--- src/rtl/foreign_pkg.sv ---
// Shared constants and types for the foreign (x86) instruction byte queue.
package foreign_pkg;

    localparam int FETCH_BYTES  = 16;
    localparam int WIN_BYTES    = 16;
    localparam int MAX_INSN_LEN = 15;

    typedef logic [WIN_BYTES-1:0][7:0] foreign_win_t;

endpackage

--- src/rtl/foreign_byte_rotator.sv ---
// Combinational window extractor: 16 ring bytes from the read pointer, zero past occupancy.
module foreign_byte_rotator
    import foreign_pkg::*;
#(
    parameter  int DEPTH_BYTES = 64,
    localparam int AW          = $clog2(DEPTH_BYTES),
    localparam int OW          = AW + 1
) (
    input  logic [DEPTH_BYTES-1:0][7:0] i_ring,
    input  logic [AW-1:0]               i_rd_base,
    input  logic [OW-1:0]               i_occ,
    output foreign_win_t                o_win
);

    // Index arithmetic is AW bits wide, so windows crossing the ring end wrap for free.
    always_comb begin
        o_win = '0;
        for (int k = 0; k < WIN_BYTES; k++) begin
            if (OW'(k) < i_occ) begin
                o_win[k] = i_ring[i_rd_base + AW'(k)];
            end else begin
                o_win[k] = 8'h00;
            end
        end
    end

endmodule

--- src/rtl/foreign_byte_queue.sv ---
// Byte ring between fetch and the foreign decoder; presents a 16-byte window at the
// current instruction start and advances by the decoded length.
module foreign_byte_queue
    import foreign_pkg::*;
#(
    parameter int DEPTH_BYTES = 64
) (
    input  logic                          clk,
    input  logic                          rst,
    input  logic                          flush,
    input  logic                          fetch_vld,
    input  logic [127:0]                  fetch_data,
    input  logic [3:0]                    fetch_skip,
    output logic                          fetch_rdy,
    output logic [63:0]                   win_lo,
    output logic [63:0]                   win_hi,
    output logic [$clog2(DEPTH_BYTES):0]  win_cnt,
    output logic                          win_vld,
    input  logic                          cons_en,
    input  logic [3:0]                    cons_len,
    output logic                          cons_err
);

    localparam int SLOTS = DEPTH_BYTES / FETCH_BYTES;
    localparam int SW    = $clog2(SLOTS);
    localparam int WW    = SW + 1;
    localparam int AW    = $clog2(DEPTH_BYTES);
    localparam int RW    = AW + 1;

    logic [DEPTH_BYTES-1:0][7:0] r_ring;
    logic [WW-1:0]               r_wptr;
    logic [RW-1:0]               r_rptr;
    logic                        r_first_pending;
    logic                        r_cons_err;

    logic [WW-1:0]               w_wptr_nxt;
    logic [RW-1:0]               w_rptr_nxt;
    logic                        w_first_nxt;
    logic [RW-1:0]               w_wbyte;
    logic [RW-1:0]               w_occ;
    logic                        w_accept;
    logic                        w_cons_req;
    logic                        w_cons_ok;
    logic                        w_cons_bad;
    foreign_win_t                w_win;

    // Wrap bits on both pointers make full (occ == DEPTH) distinct from empty.
    assign w_wbyte    = {r_wptr, 4'b0000};
    assign w_occ      = w_wbyte - r_rptr;
    assign fetch_rdy  = (w_occ <= RW'(DEPTH_BYTES - FETCH_BYTES));
    assign w_accept   = fetch_vld & fetch_rdy & ~flush;
    assign w_cons_req = cons_en & ~flush & (cons_len != 4'd0);
    assign w_cons_ok  = w_cons_req & (RW'(cons_len) <= w_occ);
    assign w_cons_bad = w_cons_req & ~w_cons_ok;

    // Pointer and first-packet bookkeeping for the next cycle.
    always_comb begin
        w_wptr_nxt  = r_wptr;
        w_rptr_nxt  = r_rptr;
        w_first_nxt = r_first_pending;
        if (flush) begin
            w_rptr_nxt  = w_wbyte;
            w_first_nxt = 1'b1;
        end else begin
            if (w_accept) begin
                w_wptr_nxt = r_wptr + WW'(1);
            end else begin
                w_wptr_nxt = r_wptr;
            end
            // occ is 0 while first_pending, so a same-cycle consume is always illegal here.
            if (w_accept && r_first_pending) begin
                w_rptr_nxt  = w_wbyte + RW'(fetch_skip);
                w_first_nxt = 1'b0;
            end else if (w_cons_ok) begin
                w_rptr_nxt = r_rptr + RW'(cons_len);
            end else begin
                w_rptr_nxt = r_rptr;
            end
        end
    end

    // Control state registers.
    always_ff @(posedge clk) begin
        if (rst) begin
            r_wptr          <= '0;
            r_rptr          <= '0;
            r_first_pending <= 1'b1;
            r_cons_err      <= 1'b0;
        end else begin
            r_wptr          <= w_wptr_nxt;
            r_rptr          <= w_rptr_nxt;
            r_first_pending <= w_first_nxt;
            r_cons_err      <= w_cons_bad;
        end
    end

    // Ring storage; contents survive flush and are hidden by occupancy masking.
    always_ff @(posedge clk) begin
        if (w_accept) begin
            for (int k = 0; k < FETCH_BYTES; k++) begin
                r_ring[{r_wptr[SW-1:0], 4'(k)}] <= fetch_data[8*k +: 8];
            end
        end
    end

    foreign_byte_rotator #(
        .DEPTH_BYTES (DEPTH_BYTES)
    ) u_rotator (
        .i_ring    (r_ring),
        .i_rd_base (r_rptr[AW-1:0]),
        .i_occ     (w_occ),
        .o_win     (w_win)
    );

    assign win_lo   = w_win[7:0];
    assign win_hi   = w_win[15:8];
    assign win_cnt  = w_occ;
    assign win_vld  = (w_occ >= RW'(WIN_BYTES));
    assign cons_err = r_cons_err;

endmodule

--- config.mk ---
export PLATFORM = sky130hd
export DESIGN_NAME = foreign_byte_queue
export DESIGN_NICKNAME = d
export VERILOG_FILES = /design/src/rtl/foreign_pkg.sv /design/src/rtl/foreign_byte_rotator.sv /design/src/rtl/foreign_byte_queue.sv
export SDC_FILE = /design/constraint.sdc
export NUM_CORES = 2
export LEC_CHECK = 0
export CORE_MARGIN = 5
export CORE_UTILIZATION = 50
export DETAILED_ROUTE_END_ITERATION = 8
export PLACE_DENSITY_LB_ADDON = 0.1
export RECOVER_POWER = 25
export SLEW_MARGIN = 40
export SYNTH_ARGS = -nofsm -noshare
export SYNTH_HDL_FRONTEND = slang
export SYNTH_SLANG_ARGS = --single-unit
export TNS_END_PERCENT = 50
--- constraint.sdc ---
create_clock -name clk -period 6.8 [get_ports clk]
set_input_delay 1.7 -clock clk [delete_from_list [all_inputs] [get_ports clk]]
set_output_delay 1.7 -clock clk [all_outputs]
set_load 0.005 [all_outputs]
# ---- After elaboration in Yosys (flattened, before gate mapping)
# Index checks and enable logic that the tools add are counted.
dict set report totals {
  register_bits 524
  latchBits 0
  ramBits 0
  rom_bits 0
  input_bits 141
  output_inout_bits 138
  wordCells 284
  n_memories 0
}
dict set report classes {
  addsub 19
  n_mul 0
  div_mod_pow 0
  n_lt_le_gt_ge 67
  n_eq_ne 0
  shifts 0
  n_mux 99
  bitwise_logic 8
  n_reduce_logical 22
}
# op count
set ops {}
lappend ops {{$bwmux 512} 16}
lappend ops {{$bmux 8 s6} 16}
lappend ops {{$mux 8} 48}
lappend ops {{$demux 8 s2} 16}
lappend ops {{$lt 6x7->1 const B} 32}
lappend ops {{$ge 6x1->1 const B} 16}
lappend ops {{$lt 4x7->1 const A} 8}
lappend ops {{$add 6x4->6 const B} 8}
lappend ops {{$lt 3x7->1 const A} 4}
lappend ops {{$add 6x3->6 const B} 4}
lappend ops {{$mux 7} 3}
lappend ops {{$logic_and 1x1->1} 17}
lappend ops {{$add 7x4->7} 2}
lappend ops {{$lt 1x7->1 const A} 2}
lappend ops {{$lt 2x7->1 const A} 2}
lappend ops {{$add 6x2->6 const B} 2}
lappend ops {{$ge 7x5->1 const B} 1}
lappend ops {{$le 4x7->1} 1}
lappend ops {{$le 7x6->1 const B} 1}
lappend ops {{$sub 7x7->7} 1}
lappend ops {{$add 6x1->6 const B} 1}
lappend ops {{$and 1x1->1} 6}
lappend ops {{$reduce_bool 4->1} 1}
lappend ops {{$add 3x1->3 const B} 1}
lappend ops {{other kinds (5)} 6}

# ---- Depth between registers and ports, before layout
dict set report logic_depth {
  word_depth 20
  depth_mapped 19
  depth_no_buf 12
}

# ---- Hierarchy
# A second synthesis with hierarchy kept.
dict set report unflattened {
  hier_cells 3648
  hier_area_um2 51947.3
}
# module instances cells_each area_per_inst_um2 seq_area_each_um2
set modules_own_cells {}
lappend modules_own_cells {foreign_byte_rotator 1 2960 35141.2 0.0}
lappend modules_own_cells {foreign_byte_queue 1 688 16806.1 15615.0}

# ---- Worst setup path after synthesis
# No wires, ideal clock.
dict set report synth_path {
  path_type {register -> register}
  from {register r_rptr[0]}
  to {register r_wptr[2]}
  setup_ns 0.287
  t_arrival_ns 6.696
  required_time_ns 6.513
  setup_slack_ns -0.183
  path_stages_with_launch 16
  n_path_buf 7
  synth_period_minus_slack_ns 6.983
  path_cell_list {dfxtp_1 > buf_4 > buf_2 > inv_2 > buf_2 > buf_2 > buf_2 > ha_1 > buf_4 > buf_2 > nor2_1 > a32oi_1 > a32o_1 > nor3_1 > and2_1 > o21ai_0}
}
dict set report synth_between {
  elab_chain_cells 5
}
# item line_no
set synth_lines {}
lappend synth_lines {{start: declaration} foreign_byte_queue.sv:32} ;# logic [RW-1:0] r_rptr;
lappend synth_lines {{start signal: assignment} foreign_byte_queue.sv:91} ;# r_rptr <= w_rptr_nxt;
lappend synth_lines {{$sub 7x7->7} foreign_byte_queue.sv:49} ;# assign w_occ = w_wbyte - r_rptr;
lappend synth_lines {{net win_cnt[1]} foreign_byte_queue.sv:17} ;# output logic [$clog2(DEPTH_BYTES):0] win_cnt,
lappend synth_lines {{$le 7x6->1} foreign_byte_queue.sv:50} ;# assign fetch_rdy = (w_occ <= RW'(DEPTH_BYTES - FETCH_BYTES));
lappend synth_lines {{$and 1x1->1 (2 in series)} foreign_byte_queue.sv:51} ;# assign w_accept = fetch_vld & fetch_rdy & ~flush;
lappend synth_lines {{$reduce_and 2->1 (no source line)} -}
lappend synth_lines {{end signal: assignment} foreign_byte_queue.sv:90} ;# r_wptr <= w_wptr_nxt;
lappend synth_lines {{end: declaration} foreign_byte_queue.sv:31} ;# logic [WW-1:0] r_wptr;
# The timed path passes the listed nets, and every way through them passes these cells.
# A chain may end at the register's enable or synchronous reset.

# ---- Worst setup path in the final report
dict set report layout_path {
  from {register r_rptr[3]}
  to {output win_hi[58]}
}
dict set report layout_between {
  elab_chain_cells 4
  word_cells_on_any_way 6
  classes_between {2 x add/sub; 1 x order compare; 3 x mux}
}
# item line_no
set layout_lines {}
lappend layout_lines {{$add 6x4->6} foreign_byte_rotator.sv:20} ;# o_win[k] = i_ring[i_rd_base + AW'(k)];
lappend layout_lines {{$bmux 8 s6} foreign_byte_rotator.sv:20}
lappend layout_lines {{$mux 8 (implied by the code)} foreign_byte_rotator.sv:20}
lappend layout_lines {{$mux 8 (*)} foreign_byte_rotator.sv:19} ;# if (OW'(k) < i_occ) begin
lappend layout_lines {{end: declaration} foreign_byte_queue.sv:16} ;# output logic [63:0] win_hi,
# Every way passes the cells marked *; elsewhere a longest branch is shown, timed or not. The select of a mux whose other input is x is not followed.

==> load_flow_metrics.sql <==
INSERT INTO impl_metrics (metric_group, metric, value, unit) VALUES
('run_status', 'outcome', 'finished, violations left', ''),
('run_status', 'failed_checks', 'negative setup slack', ''),
('cells_and_area', 'layout_commonest_cell', 'sky130_fd_sc_hd__mux4_2', ''),
('critical_path', 'end_kind', 'output port', ''),
('clock_network', 'cts.clk_slew.worst_paths', '0.07', 'ns'),
('clock_network', 'clk_root_buffer_cell', 'sky130_fd_sc_hd__clkbuf_16', ''),
('placed_design', 'place_hpwl', '142000', 'microns'),
('yosys', 'synth_compound_area_share', '5.63', '%'),
('yosys', 'yosys-mux-area-fraction', '51.4', '%'),
('yosys', 'yosys.cell_types.count', '71', ''),
('cells_and_area', 'area_growth', '15.3', '%'),
('sta', 'fin_skew', '0.0536', 'ns'),
('placed_design', 'place.gp.congestion', '1.02', ''),
('clock_network', 'clkLatencyLatePin', '0.73', 'ns'),
('sta', 'post-route-period-util', '100', '%'),
('floorplan', 'coreArea', '0.0930', 'sq mm'),
('floorplan', 'die_area', '0.0996', 'sq mm'),
('floorplan', 'floorplan.initialDensity', '50.2', '%'),
('route', 'detail_route.wl_per_cell', '42.1', 'microns'),
('global_routing', 'antenna_found_initial', '10', ''),
('clock_network', 'cts.sink_count', '524', ''),
('sta', 'slew_limit_headroom', '29.7', '%'),
('cells_and_area', 'final_cell_mix', 'sky130_fd_sc_hd__mux4_2 (875), sky130_fd_sc_hd__edfxtp_1 (512), sky130_fd_sc_hd__mux2i_1 (341)', ''),
('floorplan', 'io_pins', '279', ''),
('global_routing', 'grt_start_max_net_pins', '103', ''),
('cells_and_area', 'layoutNonFillerInstCount', '4600', ''),
('clock_network', 'cts-htree-levels', '2', ''),
('sta', 'worst_slew_pin_slew', '1.05', 'ns'),
('route', 'detailedRoute.firstIterationViolations', '6596', ''),
('route', 'total_via_count_in_the_routed_design', '36900', ''),
('yosys', 'synth.net_count', '3226', ''),
('clock_network', 'cts_hold_buffers', '0', ''),
('placed_design', 'place_area', '0.0516', 'sq mm'),
('route', 'drt_first_pass_iters', '8', ''),
('route', 'drc_errors_left', '0', ''),
('yosys', 'main_combinational_cell_family_by_area_after_synthesis', 'multiplexers', ''),
('floorplan', 'row_count', '112', ''),
('global_routing', 'grt_pass1_vias', '34900', ''),
('sta', 'hold_viol', '0', ''),
('critical_path', 'cp_max_fo', '27', ''),
('placed_design', 'portbufs', '278', ''),
('yosys', 'async_reset_ff_share', '0', '%'),
('clock_network', 'cts_max_path_buffers', '3', ''),
('yosys', 'synth_area', '0.0467', 'sq mm'),
('global_routing', 'grt_usage', '38.4', '%'),
('cells_and_area', 'final_area', '0.0538', 'sq mm'),
('worst_hold_path', 'hold_path_class', 'flop to flop', ''),
('clock_network', 'cts_buffers', '60', ''),
('job', 'maxCapViolCount', '0', ''),
('yosys', 'seq_area_frac_synth', '33.4', '%'),
('floorplan', 'die-width', '316', 'microns'),
('route', 'postRouteAntennaNets', '0', ''),
('route', 'drt-total-wl', '194000', 'microns'),
('yosys', 'synth.avg_cell_area', '15.3', 'sq um'),
('critical_path', 'worst_setup_path_start_kind', 'flop', ''),
('sta', 'setup-violations-final', '1', ''),
('route', 'vias_per_cell', '8.02', ''),
('yosys', 'synthCells', '3056', ''),
('sta', 'grt_setup_unrepaired', 'no', ''),
('yosys', 'ys_seq_elements', '524', ''),
('cells_and_area', 'final_nets', '3444', ''),
('sta', 'layout_setup_ws', '-0.00179', 'ns'),
('yosys', 'yosys_warnings', '0', ''),
('critical_path', 'arrival_time_worst_endpoint', '5.10', 'ns'),
('sta', 'fmax', '147', 'MHz'),
('yosys', 'synth_top_flop_cell', 'sky130_fd_sc_hd__edfxtp_1', ''),
('sta', 'layout_min_cycle_time', '6.80', 'ns'),
('clock_network', 'clock_tree_from_tritoncts', 'done', ''),
('yosys', 'post_synth_adder_cell_area', '0.793', '%'),
('global_routing', 'grt.overflow.total', '0', ''),
('sta', 'final-max-slew-violation-count', '0', ''),
('cells_and_area', 'final_layout_size_suffix_gt1_share', '38.5', '%'),
('floorplan', 'floorplan.die.height', '316', 'microns'),
('placed_design', 'placedCellCount', '4464', ''),
('yosys', 'synth_simple_gate_area_share', '4.15', '%'),
('critical_path', 'crit_type', 'flop to output port', ''),
('yosys', 'synth-edff-count', '512', ''),
('yosys', 'synthXorXnorAreaFrac', '1.32', '%'),
('sta', 'tns', '-0.00179', 'ns'),
('cells_and_area', 'finish.utilization', '57.8', '%'),
('global_routing', 'grt_pass1_wl', '270000', 'microns'),
('critical_path', 'critPathRequiredTime', '5.10', 'ns');
[routing by layer]
metal	routed length [microns]	track usage [%]
met1	69500	53.5
met2	84100	55.4
met3	30100	14.0
met4	9900	15.6
met5	163	0.629
[critical path, stage by stage (launching register included)]
cell and delay [ns]:
sky130_fd_sc_hd__dfxtp_4 0.51, sky130_fd_sc_hd__inv_2 0.37, sky130_fd_sc_hd__buf_4 0.40, sky130_fd_sc_hd__ha_1 0.36, sky130_fd_sc_hd__a21oi_1 0.17, sky130_fd_sc_hd__xnor2_1 0.55
sky130_fd_sc_hd__nand2_1 0.69, sky130_fd_sc_hd__o22ai_1 0.71, sky130_fd_sc_hd__clkdlybuf4s50_1 0.62
[sequential cells by signal (all words and copies together) (netlist names)]
name and cells:
r_rptr 7, cons_err 1, r_wptr 3, r_first_pending 1, r_ring 512
[kinds of logic after synthesis]
group | after synthesis
XOR/XNOR | 66
adder cells (fa/ha/maj) | 29
buffers and inverters | 309
AND/OR/NAND/NOR | 437
flip-flops | 524
multiplexers | 1288
AO/OA/AOI/OAI | 403
[final cells by class]
type	count	area (sq um)
Tap cell	1254	1570
Inverter	22	88.8
Clock buffer	65	1520
Multi-Input combinational cell	2223	30000
Antenna cell	22	55.1
Fill cell	7259	39200
Timing Repair Buffer	443	4370
Sequential cell	524	15600
Clock inverter	47	598
[cell usage after synthesis (4+ instances only)]
cell type | n | area share (%)
sky130_fd_sc_hd__inv_1 | 17 | 0.14
sky130_fd_sc_hd__nor4_1 | 5 | 0.067
sky130_fd_sc_hd__buf_1 | 22 | 0.18
sky130_fd_sc_hd__a31oi_1 | 16 | 0.21
sky130_fd_sc_hd__inv_2 | 4 | 0.032
sky130_fd_sc_hd__mux2i_1 | 341 | 7.3
sky130_fd_sc_hd__o31a_1 | 5 | 0.094
sky130_fd_sc_hd__or2_2 | 7 | 0.094
sky130_fd_sc_hd__mux2_2 | 68 | 1.6
sky130_fd_sc_hd__a21o_1 | 5 | 0.080
sky130_fd_sc_hd__o21ai_0 | 46 | 0.49
sky130_fd_sc_hd__o22a_1 | 4 | 0.075
sky130_fd_sc_hd__nor3_1 | 8 | 0.086
sky130_fd_sc_hd__xnor2_1 | 53 | 0.99
sky130_fd_sc_hd__mux4_1 | 4 | 0.23
sky130_fd_sc_hd__buf_6 | 5 | 0.12
sky130_fd_sc_hd__nor2_1 | 77 | 0.62
sky130_fd_sc_hd__nor2b_1 | 13 | 0.17
sky130_fd_sc_hd__xor2_1 | 8 | 0.15
sky130_fd_sc_hd__clkbuf_1 | 72 | 0.58
sky130_fd_sc_hd__o22ai_1 | 81 | 1.1
sky130_fd_sc_hd__edfxtp_1 | 512 | 33
sky130_fd_sc_hd__a211oi_1 | 52 | 0.84
sky130_fd_sc_hd__nand2b_1 | 10 | 0.13
sky130_fd_sc_hd__and3_1 | 6 | 0.080
sky130_fd_sc_hd__buf_4 | 31 | 0.50
sky130_fd_sc_hd__o31ai_1 | 4 | 0.064
sky130_fd_sc_hd__o211ai_1 | 14 | 0.23
sky130_fd_sc_hd__dfxtp_1 | 12 | 0.51
sky130_fd_sc_hd__a311oi_1 | 20 | 0.38
sky130_fd_sc_hd__a21oi_1 | 102 | 1.1
sky130_fd_sc_hd__buf_2 | 156 | 1.7
sky130_fd_sc_hd__nand2_1 | 232 | 1.9
sky130_fd_sc_hd__a22oi_1 | 7 | 0.11
sky130_fd_sc_hd__ha_1 | 28 | 0.75
sky130_fd_sc_hd__a32oi_1 | 6 | 0.11
sky130_fd_sc_hd__and2_1 | 51 | 0.68
sky130_fd_sc_hd__o221ai_1 | 7 | 0.13
sky130_fd_sc_hd__mux4_2 | 875 | 42
sky130_fd_sc_hd__xnor2_2 | 4 | 0.14
sky130_fd_sc_hd__nand3_1 | 19 | 0.20
[worst paths after layout]
path | startpoint | to | slack, ns | depth (start not counted)
max | r_rptr[3] | win_hi[58] | -0.002 | 8
min | r_first_pending | r_first_pending | 0.51 | 2
max reg2reg | r_rptr[0] | r_ring[223] | 2.00 | 9
min reg2reg | r_first_pending | r_first_pending | 0.51 | 2
[per-stage QoR]
step / hold WS [ns] / setup WS [ns]
5_1_grt: 0.517 / 0.00271
3_3_place_gp: 0.475 / 0.729
2_1_floorplan: 0.461 / -0.0611
3_5_place_dp: 0.486 / 0.721
4_1_cts: 0.497 / 0.132
6_report: 0.508 / -0.00179
[repair_timing]
| action | CTS | global route |
|---|---|---|
| cloned | 0 | 0 |
| endpoints found under the setup margin | 2 | 15 |
| resized for setup | 0 | 6 |
| setup buffers | 1 | 0 |
Power is left out: the tool's default activity adds up to more than one toggle a clock period on the data nets, which glitch-free logic cannot reach.
